<file path="src/rtl/tt06_sar_pkg.sv">
// tt06_sar_pkg: shared FSM state encoding and ui_in pin indices for the SAR ADC controller
package tt06_sar_pkg;
   typedef enum logic [1:0] {IDLE = 2'd0, SAMPLE = 2'd1, CONVERT = 2'd2, DONE = 2'd3} state_e;
   localparam int NBITS_DEFAULT = 8;
   localparam int START = 0;
   localparam int CMP = 1;
   localparam int SEL = 2;
endpackage

</file>
<file path="src/rtl/tt_um_tt06_sar_wulffern_sar_logic.sv">
// sar_logic: SAR conversion FSM, trial-code accumulator, bit pointer and result register
module sar_logic
   import tt06_sar_pkg::*;
#(
   parameter int NBITS = NBITS_DEFAULT,
   parameter int SAMPLE_CYCLES = 1
) (
   input  logic             clk,
   input  logic             rst,
   input  logic             ena_i,
   input  logic             start_i,
   input  logic             cmp_i,
   output logic [1:0]       state_o,
   output logic [2:0]       bit_idx_o,
   output logic             toggle_o,
   output logic             done_o,
   output logic [NBITS-1:0] result_o,
   output logic [NBITS-1:0] trial_o
);
   state_e           state_q;
   logic [NBITS-1:0] acc_q, result_q, mask, acc_d;
   logic [2:0]       bit_idx_q;
   logic [3:0]       cnt_q;
   logic             done_q, toggle_q;

   assign mask  = NBITS'(1) << bit_idx_q;
   assign acc_d = cmp_i ? (acc_q | mask) : (acc_q & ~mask);

   always_ff @(posedge clk) begin
      if (rst) begin
         state_q   <= IDLE;
         acc_q     <= '0;
         result_q  <= '0;
         bit_idx_q <= 3'(NBITS - 1);
         cnt_q     <= '0;
         done_q    <= 1'b0;
         toggle_q  <= 1'b0;
      end else begin
         done_q <= 1'b0;
         if (!ena_i) state_q <= IDLE;
         else case (state_q)
            IDLE: if (start_i) begin
               state_q <= SAMPLE;
               cnt_q   <= '0;
            end
            SAMPLE: begin
               cnt_q <= cnt_q + 4'd1;
               if (cnt_q == 4'(SAMPLE_CYCLES - 1)) begin
                  state_q   <= CONVERT;
                  acc_q     <= '0;
                  bit_idx_q <= 3'(NBITS - 1);
               end
            end
            CONVERT: begin
               acc_q     <= acc_d;
               bit_idx_q <= bit_idx_q - 3'd1;
               // the last decision goes straight into result so it is valid on DONE entry
               if (bit_idx_q == 3'd0) begin
                  state_q  <= DONE;
                  result_q <= acc_d;
                  toggle_q <= ~toggle_q;
                  done_q   <= 1'b1;
               end
            end
            DONE: begin
               state_q <= start_i ? SAMPLE : IDLE;
               cnt_q   <= '0;
            end
         endcase
      end
   end

   assign state_o   = state_q;
   assign bit_idx_o = bit_idx_q;
   assign toggle_o  = toggle_q;
   assign done_o    = done_q;
   assign result_o  = result_q;
   assign trial_o   = (state_q == CONVERT) ? (acc_q | mask) : '0;
endmodule

</file>
<file path="src/rtl/tt_um_tt06_sar_wulffern.sv">
// tt_um_tt06_sar_wulffern: TinyTapeout tile wrapper for the 8-bit SAR ADC controller
module tt_um_tt06_sar_wulffern
   import tt06_sar_pkg::*;
#(
   parameter int NBITS = NBITS_DEFAULT,
   parameter int SAMPLE_CYCLES = 1
) (
   input  logic       clk,
   input  logic       rst,
   input  logic       ena,
   input  logic [7:0] ui_in,
   output logic [7:0] uo_out,
   input  logic [7:0] uio_in,
   output logic [7:0] uio_out,
   output logic [7:0] uio_oe
);
   logic [1:0]       state;
   logic [2:0]       bit_idx;
   logic             toggle, done, busy, unused_ok;
   logic [NBITS-1:0] result, trial;
   logic [7:0]       status;

   sar_logic #(.NBITS(NBITS), .SAMPLE_CYCLES(SAMPLE_CYCLES)) u_sar (
      .clk      (clk),
      .rst      (rst),
      .ena_i    (ena),
      .start_i  (ui_in[START]),
      .cmp_i    (ui_in[CMP]),
      .state_o  (state),
      .bit_idx_o(bit_idx),
      .toggle_o (toggle),
      .done_o   (done),
      .result_o (result),
      .trial_o  (trial)
   );

   assign busy      = (state == SAMPLE) | (state == CONVERT);
   assign status    = {done, busy, state, toggle, bit_idx};
   assign uo_out    = ui_in[SEL] ? status : 8'(result);
   assign uio_out   = 8'(trial);
   assign uio_oe    = 8'hFF;
   assign unused_ok = &{1'b0, uio_in, ui_in[7:3]};
endmodule

</file>
<file path="config.mk">
export PLATFORM = sky130hd
export DESIGN_NAME = tt_um_tt06_sar_wulffern
export DESIGN_NICKNAME = d
export VERILOG_FILES = /design/src/rtl/tt06_sar_pkg.sv /design/src/rtl/tt_um_tt06_sar_wulffern_sar_logic.sv /design/src/rtl/tt_um_tt06_sar_wulffern.sv
export SDC_FILE = /design/constraint.sdc
export NUM_CORES = 1
export LEC_CHECK = 0
export BUFFER_PORTS_ARGS = -buffer_cell sky130_fd_sc_hd__buf_4
export CAP_MARGIN = 20
export CORE_UTILIZATION = 53
export DETAILED_ROUTE_END_ITERATION = 8
export GPL_ROUTABILITY_DRIVEN = 0
export PLACE_DENSITY = 0.77
export RECOVER_POWER = 100
export SYNTH_ARGS = -nofsm -noshare
export SYNTH_HDL_FRONTEND = slang
export SYNTH_SLANG_ARGS = --single-unit
</file>
<file path="constraint.sdc">
create_clock -name clk -period 2.25 [get_ports clk]
set_clock_uncertainty 0.05 [all_clocks]
set_input_delay 0.3375 -clock clk [delete_from_list [all_inputs] [get_ports clk]]
set_output_delay 0.3375 -clock clk [all_outputs]
set_load 0.005 [all_outputs]
</file>
After elaboration in Yosys (flattened, before gate mapping)

Cells that the tools add are included.

$add $sub $neg: 2
Equality and inequality tests: 6
Shift operators: 1
Multiplexer cells: 15
Bitwise gates (word level): 7
Reductions and logical operators: 11

Operator list:

| kind                                                                  | number |
|---|---|
| 8-bit two-way mux                                                     | 4 |
| 8-bit one-hot mux with 2 select lines                                 | 1 |
| 4-bit one-hot mux with 3 select lines                                 | 1 |
| 3-bit AND reduction                                                   | 4 |
| 8-bit bitwise AND                                                     | 1 |
| 8-bit NOT                                                             | 1 |
| 8-bit OR                                                              | 1 |
| 2-bit one-hot mux with 4 select lines                                 | 1 |
| 1-bit by 3-bit left shift with 8-bit output, first input constant     | 1 |
| 2-bit two-way mux                                                     | 3 |
| 3-bit one-hot mux with 2 select lines                                 | 1 |
| 4-bit by 1-bit adder with 4-bit output, second input constant         | 1 |
| 2-bit equality test, second input constant                            | 2 |
| 4-bit zero test                                                       | 1 |
| 4-bit two-way mux                                                     | 1 |
| 2-bit by 1-bit != test with 1-bit output, second input constant       | 2 |
| 3-bit zero test                                                       | 1 |
| 3-bit two-way mux                                                     | 1 |
| 1-bit NOT                                                             | 3 |
| 3-bit nonzero test                                                    | 1 |
| 3-bit OR reduction                                                    | 1 |
| 3-bit by 1-bit subtractor with 3-bit output, second input constant    | 1 |
| 2-bit by 1-bit equality test with 1-bit output, second input constant | 1 |
| 2-bit zero test                                                       | 1 |
| other kinds (5)                                                       | 6 |

Bits in registers: 27
Bits of input ports: 19
Output and inout bits: 24
Word-level logic and storage cells: 49

Longest topological paths before layout

Gate-level depths: netlist of run 1.

Depth after elaboration: 5
Depth in mapped cells: 8
Depth with buffers taken out: 6

By module

From an unflattened synthesis of run 1, not the netlist that was laid out.

Cells, all modules: 189
Area total of the unflattened synthesis: 1731.7 µm²

Modules (own cells, without submodules):

| module                  | times used | cells each | area an instance (µm²) |
|---|---|---|---|
| sar_logic               | 1          | 169        | 1534.0 |
| tt_um_tt06_sar_wulffern | 1          | 20         | 197.7 |

Worst setup path after synthesis of run 1

OpenSTA, ideal clock, no wires.

Path kind: register -> register
From: register u_sar.state_q[0] (netlist: u_sar.state_o[0])
To: register u_sar.cnt_q[2]
Library setup time: 132 ps
Data arrival time: 1562 ps
Required time: 2068 ps
Slack: 506 ps
Stages on the path, launching flop included: 7
Path buffers: 1
Period minus slack after synthesis: 1744 ps
Cell sequence: dfxtp_1 > inv_1 > ha_1 > buf_2 > or3b_2 > o21ai_0 > a21oi_1

Longest elaborated chain between the ends: 3
Elaborated cells on any way between the ends: 7
Classes of those cells: eq/ne (3); mux (1); reduce/logical (3)

Ends and longest elaborated chain:

| item                                                                         | RTL line                                | RTL |
|---|---|---|
| start, declared                                                              | tt_um_tt06_sar_wulffern_sar_logic.sv:20 | `state_e state_q;` |
| start signal, assigned                                                       | tt_um_tt06_sar_wulffern_sar_logic.sv:66 | `state_q <= start_i ? SAMPLE : IDLE;` |
| 2-bit by 1-bit equality test with 1-bit output, or another cell as far along | tt_um_tt06_sar_wulffern_sar_logic.sv:41 | `else case (state_q)` |
| 3-bit nonzero test (no line) / 2-bit != test (equally long branches)         | -                                       |  |
| 3-bit AND reduction (no line)                                                | -                                       |  |
| end signal, assigned                                                         | tt_um_tt06_sar_wulffern_sar_logic.sv:47 | `cnt_q <= cnt_q + 4'd1;` |
| end, declared                                                                | tt_um_tt06_sar_wulffern_sar_logic.sv:23 | `logic [3:0] cnt_q;` |

Several ways; a longest one is shown, not always the timed one.
A chain may end at the register's enable or synchronous reset.

Worst setup path in the final report of run 1

From: register u_sar.state_q[0] (netlist: u_sar.state_o[0])
To: output uio_out[6]

Longest elaborated chain between the ends: 2

Ends and longest elaborated chain:

| item                | RTL line                                | RTL |
|---|---|---|
| 2-bit equality test | tt_um_tt06_sar_wulffern_sar_logic.sv:78 | `assign trial_o = (state_q == CONVERT) ? (acc_q \| mask) : '0;` |
| 8-bit two-way mux   | tt_um_tt06_sar_wulffern_sar_logic.sv:78 |  |
| end, declared       | tt_um_tt06_sar_wulffern.sv:14           | `output logic [7:0] uio_out,` |

No other way between the ends.

==> results of run 1 <==
-- flip-flops by register name, summed over array words and instances (netlist names) --
name and flops:
u_sar.acc_q 8, u_sar.result_o 8, u_sar.cnt_q 4, u_sar.bit_idx_o 3
u_sar.state_o 2, u_sar.done_o 1, u_sar.toggle_o 1
-- cell type report --
| cell class | instances | share of cell area [%] |
|---|---|---|
| Clock buffer | 4 | 1.45 |
| Inverter | 6 | 1.24 |
| Multi-Input combinational cell | 140 | 55.3 |
| Sequential cell | 27 | 29.9 |
| Tap cell | 44 | 3.04 |
| Timing Repair Buffer | 22 | 9.13 |
-- where the power goes --
group / total [mW] / internal [mW] / switching, mW
clock: 0.208 / 0.0694 / 0.138
combinational: 0.0889 / 0.0386 / 0.0503
sequential: 0.484 / 0.480 / 0.00319
total: 0.780 / 0.589 / 0.192
-- worst min-delay path, stage by stage --
cell and delay [ns]:
buf_4 0.14, nand2b_1 0.09, nor2_1 0.05
-- synth_stat cells (2+ instances only) --
master,instances
nor2_1,14
mux2_2,8
nand2_1,8
nand3_1,7
inv_1,6
nand3b_1,7
and2_1,2
nor2b_1,11
o31ai_1,7
buf_4,11
a21oi_1,12
ha_1,12
a211oi_1,7
nor3_1,2
mux2i_1,9
o21ai_0,3
o21a_1,5
dfxtp_1,27
clkbuf_1,8
nand2b_1,3
-- metal layers --
| metal | vias to the layer above | track usage (%) | wire length, um |
|---|---|---|---|
| met2 | 35 | 36.9 | 1620 |
| met1 | 604 | 27.1 | 1460 |
| met3 | 6 | 3.96 | 94 |
| met4 | 0 | 7.14 | 42 |
| li1 | 657 | - | - |
| met5 | - | 0 | 0 |
-- worst min-delay path by stage --
stage | start | depth (start not counted) | end
after floorplan | u_sar.acc_q[0]$_SDFFE_PP0P_ | 2 | u_sar.acc_q[0]$_SDFFE_PP0P_
after global placement | u_sar.acc_q[0]$_SDFFE_PP0P_ | 2 | u_sar.acc_q[0]$_SDFFE_PP0P_
after detailed placement | u_sar.acc_q[0]$_SDFFE_PP0P_ | 2 | u_sar.acc_q[0]$_SDFFE_PP0P_
after CTS | ena | 3 | u_sar.state_o[0]$_SDFFE_PP0P_
after global routing | ena | 3 | u_sar.state_o[1]$_SDFFE_PP0P_
final | ena | 3 | u_sar.state_o[1]$_SDFFE_PP0P_
-- cell families (layout without fill, tap and decap cells) --
kind of cell    after synthesis  in the layout  share of synthesized area [%]
flops                        27             27                           32.1
buf+inv                      27             32                           9.00
compound gates               38             38                           16.4
simple gates                 64             64                           22.2
xor+xnor                      1              1                          0.521
fa+ha+maj                    12             12                           8.92
mux                          17             17                           10.7
other cells                   1              8                          0.223
-- repair_timing --
item                                    CTS  global route
endpoints found under the setup margin    0             5
resized for setup                         0             1
hold buffers                              0             0
==> results.ini, run 1 <==
[grt]
first_global_vias=1240
grt_use_total_pct=21.5
grt_antenna_before_repair=0
grt_max_degree=29
grt_overflow=0
grt_pass1_wl_mm=5.58

[route]
first_pass_iters=5
remaining_drc_errors=0
routed_via_density=5.36
wl_mm=3.21
wl_per_cell_um=13.2
ant_nets=0
vias=1302
drtIter0Drc=65

[sta]
min_period_over_period_pct=90.0
setup_violations=0
hold_violations=0
period_needed_ns=2.03
worst_slack_ns=0.224
hold-worst-slack_ns=0.266
fmax_mhz=494
finalMaxSlewViolations=0
tightest_slew_ns=0.563
tns_ns=0
relSlewSlack_pct=62.5
rsz0062_at_grt=false

[cells_and_area]
final_nets=231
num_antenna_cells=0
drive_gt1_share_pct=20.6
multi_input_area_um2=1000
fill_cells=279
stdcell_count=243
regArea_um2=541
fin_util_pct=59.8
fin_area_um2=1810
syn2layout_area_growth_pct=7.51
layout_common_cells=dfxtp_1, clkbuf_4, nor2_1
final_common_cell=dfxtp_1

[power]
vdd_ir_drop_max_uv=357
power_uw=780
p_leak_nw=0.718
power.density_nw_per_um2=431

[logic_synthesis]
yosys.area.top_type_share_pct=32.1
yosysSeqAreaShare_pct=32.1
syn-mean-instance-area_um2=9.00
ys.flop_type=dfxtp_1
yosys.area.top_type=dfxtp_1
synth_seq_cells=27
synth_area_um2=1680
async_flop_share_pct=0
synth_edf_count=0
synth_top_cells_by_area=dfxtp_1, ha_1, mux2i_1
postSynthCellCount=187
synth.distinct_cells=38
ys_warn_count=0

[clock_network]
clockRootBuffer=clkbuf_4
postCtsSetupBuffers=0
clk_latency_ns=0.32
htree_levels=1
path_clk_slew_ns=0.14
cts_buffer_depth=2
cts_sinks=27
numCtsBuffers=3
cts_tree=yes

[setup_path]
slowest_stage=dfxtp_1
cp-start-kind=flop
path_class=flop to primary output
rrSetupSlack_ns=0.26
crit_required_ns=1.86
critPathBufInv=3
crit_cells=5
critPathTopFamily=buffers and inverters
cp_data_arrival_time_ns=1.64
r2r-start=u_sar.state_o[1]$_SDFFE_PP0P_
endpoint_kind=primary output
critPathCapture=uio_out[6]
crit_path_max_incr_delay_ns=0.38
crit_start=u_sar.state_o[0]$_SDFFE_PP0P_
path_cells=inv_1, ha_2, buf_4, nor2b_1, clkbuf_4
cp_max_fo=11
r2r_cells=6
rr_endpoint=u_sar.acc_q[0]$_SDFFE_PP0P_

[place]
post_dp_cell_area_um2=1800
dp_hpwl_mm=2.36
portBuffers=21
dp.cells=239
post-place-ws_ns=0.278

[run_status]
status=complete, no violations

[floorplanning]
io_pins=43
core-area_um2=3030
num_rows=20
initial_core_util_pct=55.6
die_area_um2=3400
fp.dieW_um=58.4
die_y_um=58.4

[hold_path]
hold_class=input port to flop

[job]
maxCapViolCount=0

(Power assumes the default switching activity.)
==> run 2, diff against run 1 <==
--- a/config.mk
+++ b/config.mk
@@ -10,7 +10,7 @@
 export CORE_UTILIZATION = 53
 export DETAILED_ROUTE_END_ITERATION = 8
 export GPL_ROUTABILITY_DRIVEN = 0
-export PLACE_DENSITY = 0.77
+export PLACE_DENSITY = 0.76
 export RECOVER_POWER = 100
 export SYNTH_ARGS = -nofsm -noshare
 export SYNTH_HDL_FRONTEND = slang
==> results.ini, run 2 (same netlist as run 1, synthesis figures left out) <==
[run_status]
status=complete, no violations

[route]
wl_per_cell_um=13.8
remaining_drc_errors=0
ant_nets=0
routed_via_density=5.45
vias=1325
first_pass_iters=4
drtIter0Drc=46
wl_mm=3.36

[cells_and_area]
final_nets=231
final_common_cell=dfxtp_1
fill_cells=271
layout_common_cells=dfxtp_1, clkbuf_4, nor2_1
drive_gt1_share_pct=21.1
fin_area_um2=1810
stdcell_count=243
syn2layout_area_growth_pct=7.81
num_antenna_cells=0

[job]
maxCapViolCount=0

[setup_path]
cp_max_fo=11
r2r_cells=6
cp-start-kind=flop
crit_start=u_sar.state_o[0]$_SDFFE_PP0P_
rr_endpoint=u_sar.acc_q[0]$_SDFFE_PP0P_
endpoint_kind=primary output
path_class=flop to primary output
critPathCapture=uio_out[6]
crit_required_ns=1.86
r2r-start=u_sar.state_o[1]$_SDFFE_PP0P_
cp_data_arrival_time_ns=1.68
rrSetupSlack_ns=0.22

[sta]
min_period_over_period_pct=91.8
relSlewSlack_pct=64.9
worst_slack_ns=0.185
hold_violations=0
rsz0062_at_grt=false
period_needed_ns=2.06
finalMaxSlewViolations=0
tightest_slew_ns=0.526
setup_violations=0
tns_ns=0
fmax_mhz=484

[place]
dp_hpwl_mm=2.41
post_dp_cell_area_um2=1800
dp.cells=239
post-place-ws_ns=0.236
portBuffers=21

[grt]
grt_overflow=0
grt_antenna_before_repair=0
grt_pass1_wl_mm=5.57
first_global_vias=1187
grt_max_degree=29
grt_use_total_pct=21.1

[floorplanning]
num_rows=20
io_pins=43
core-area_um2=3030
initial_core_util_pct=55.6
die_y_um=58.4
fp.dieW_um=58.4
die_area_um2=3400

[clock_network]
hold_buffers=0
cts_buffer_depth=2
htree_levels=1
cts_sinks=27
path_clk_slew_ns=0.16
cts_tree=yes
clockRootBuffer=clkbuf_4
numCtsBuffers=3
clk_latency_ns=0.34

[power]
power_uw=795
vdd_ir_drop_max_uv=234
p_leak_nw=0.717
power.density_nw_per_um2=438

[hold_path]
hold_class=input port to flop

-- run 2: timing repair --
item | CTS | global route
setup endpoints to repair | 0 | 8
buffers inserted | 0 | 0
resized for setup | 0 | 2
-- run 2: cell type report --
cell class              instances  area (um2)  area share (%)
multi-input cells             140        1000            55.2
flip-flops and latches         27         541            29.8
repair buffers                 22         165            9.10
well taps                      44        55.1            3.03
clock buffers                   3        22.5            1.24
inverters                       6        22.5            1.24
clock inverters                 1        7.51           0.414
-- run 2: per-layer routing --
layer | GRT usage, % | up-vias | share of wire [%]
met1 | 28.5 | 624 | 44
li1 | - | 659 | -
met4 | 7.82 | 0 | 1.9
met5 | 0 | - | 0
met2 | 34.8 | 36 | 49
met3 | 2.20 | 6 | 5.1
-- run 2: per-stage QoR --
stage | hold WS, ns | utilization, %
after floorplan | 0.400 | -
after global placement | 0.409 | 59.5
after detailed placement | 0.429 | 59.5
after CTS | 0.255 | 60.5
after global routing | 0.276 | 59.9
final | 0.255 | 59.9
-- run 2: report_power, final --
| part | total, mW | switching (mW) | internal, mW |
|---|---|---|---|
| Combinational | 0.0881 | 0.0496 | 0.0385 |
| Sequential | 0.484 | 0.00327 | 0.481 |
| Clock | 0.223 | 0.155 | 0.0680 |
-- run 2: critical path, cell delays in order, from the launching register on --
cell and delay [ns]:
dfxtp_1 0.39, inv_1 0.15, ha_2 0.30, buf_4 0.20, nor2b_1 0.15, clkbuf_4 0.14
-- run 2: worst min-delay path by stage --
stage / cells past startpoint / from / endpoint / slack (ns)
after detailed placement: 2 / u_sar.cnt_q[1]$_SDFFE_PP0P_ / u_sar.cnt_q[1]$_SDFFE_PP0P_ / 0.43
after CTS: 3 / ena / u_sar.state_o[1]$_SDFFE_PP0P_ / 0.25
after global routing: 3 / ena / u_sar.state_o[1]$_SDFFE_PP0P_ / 0.28
after floorplan: 2 / u_sar.acc_q[0]$_SDFFE_PP0P_ / u_sar.acc_q[0]$_SDFFE_PP0P_ / 0.40
after global placement: 2 / u_sar.acc_q[0]$_SDFFE_PP0P_ / u_sar.acc_q[0]$_SDFFE_PP0P_ / 0.41
final: 3 / ena / u_sar.state_o[1]$_SDFFE_PP0P_ / 0.25
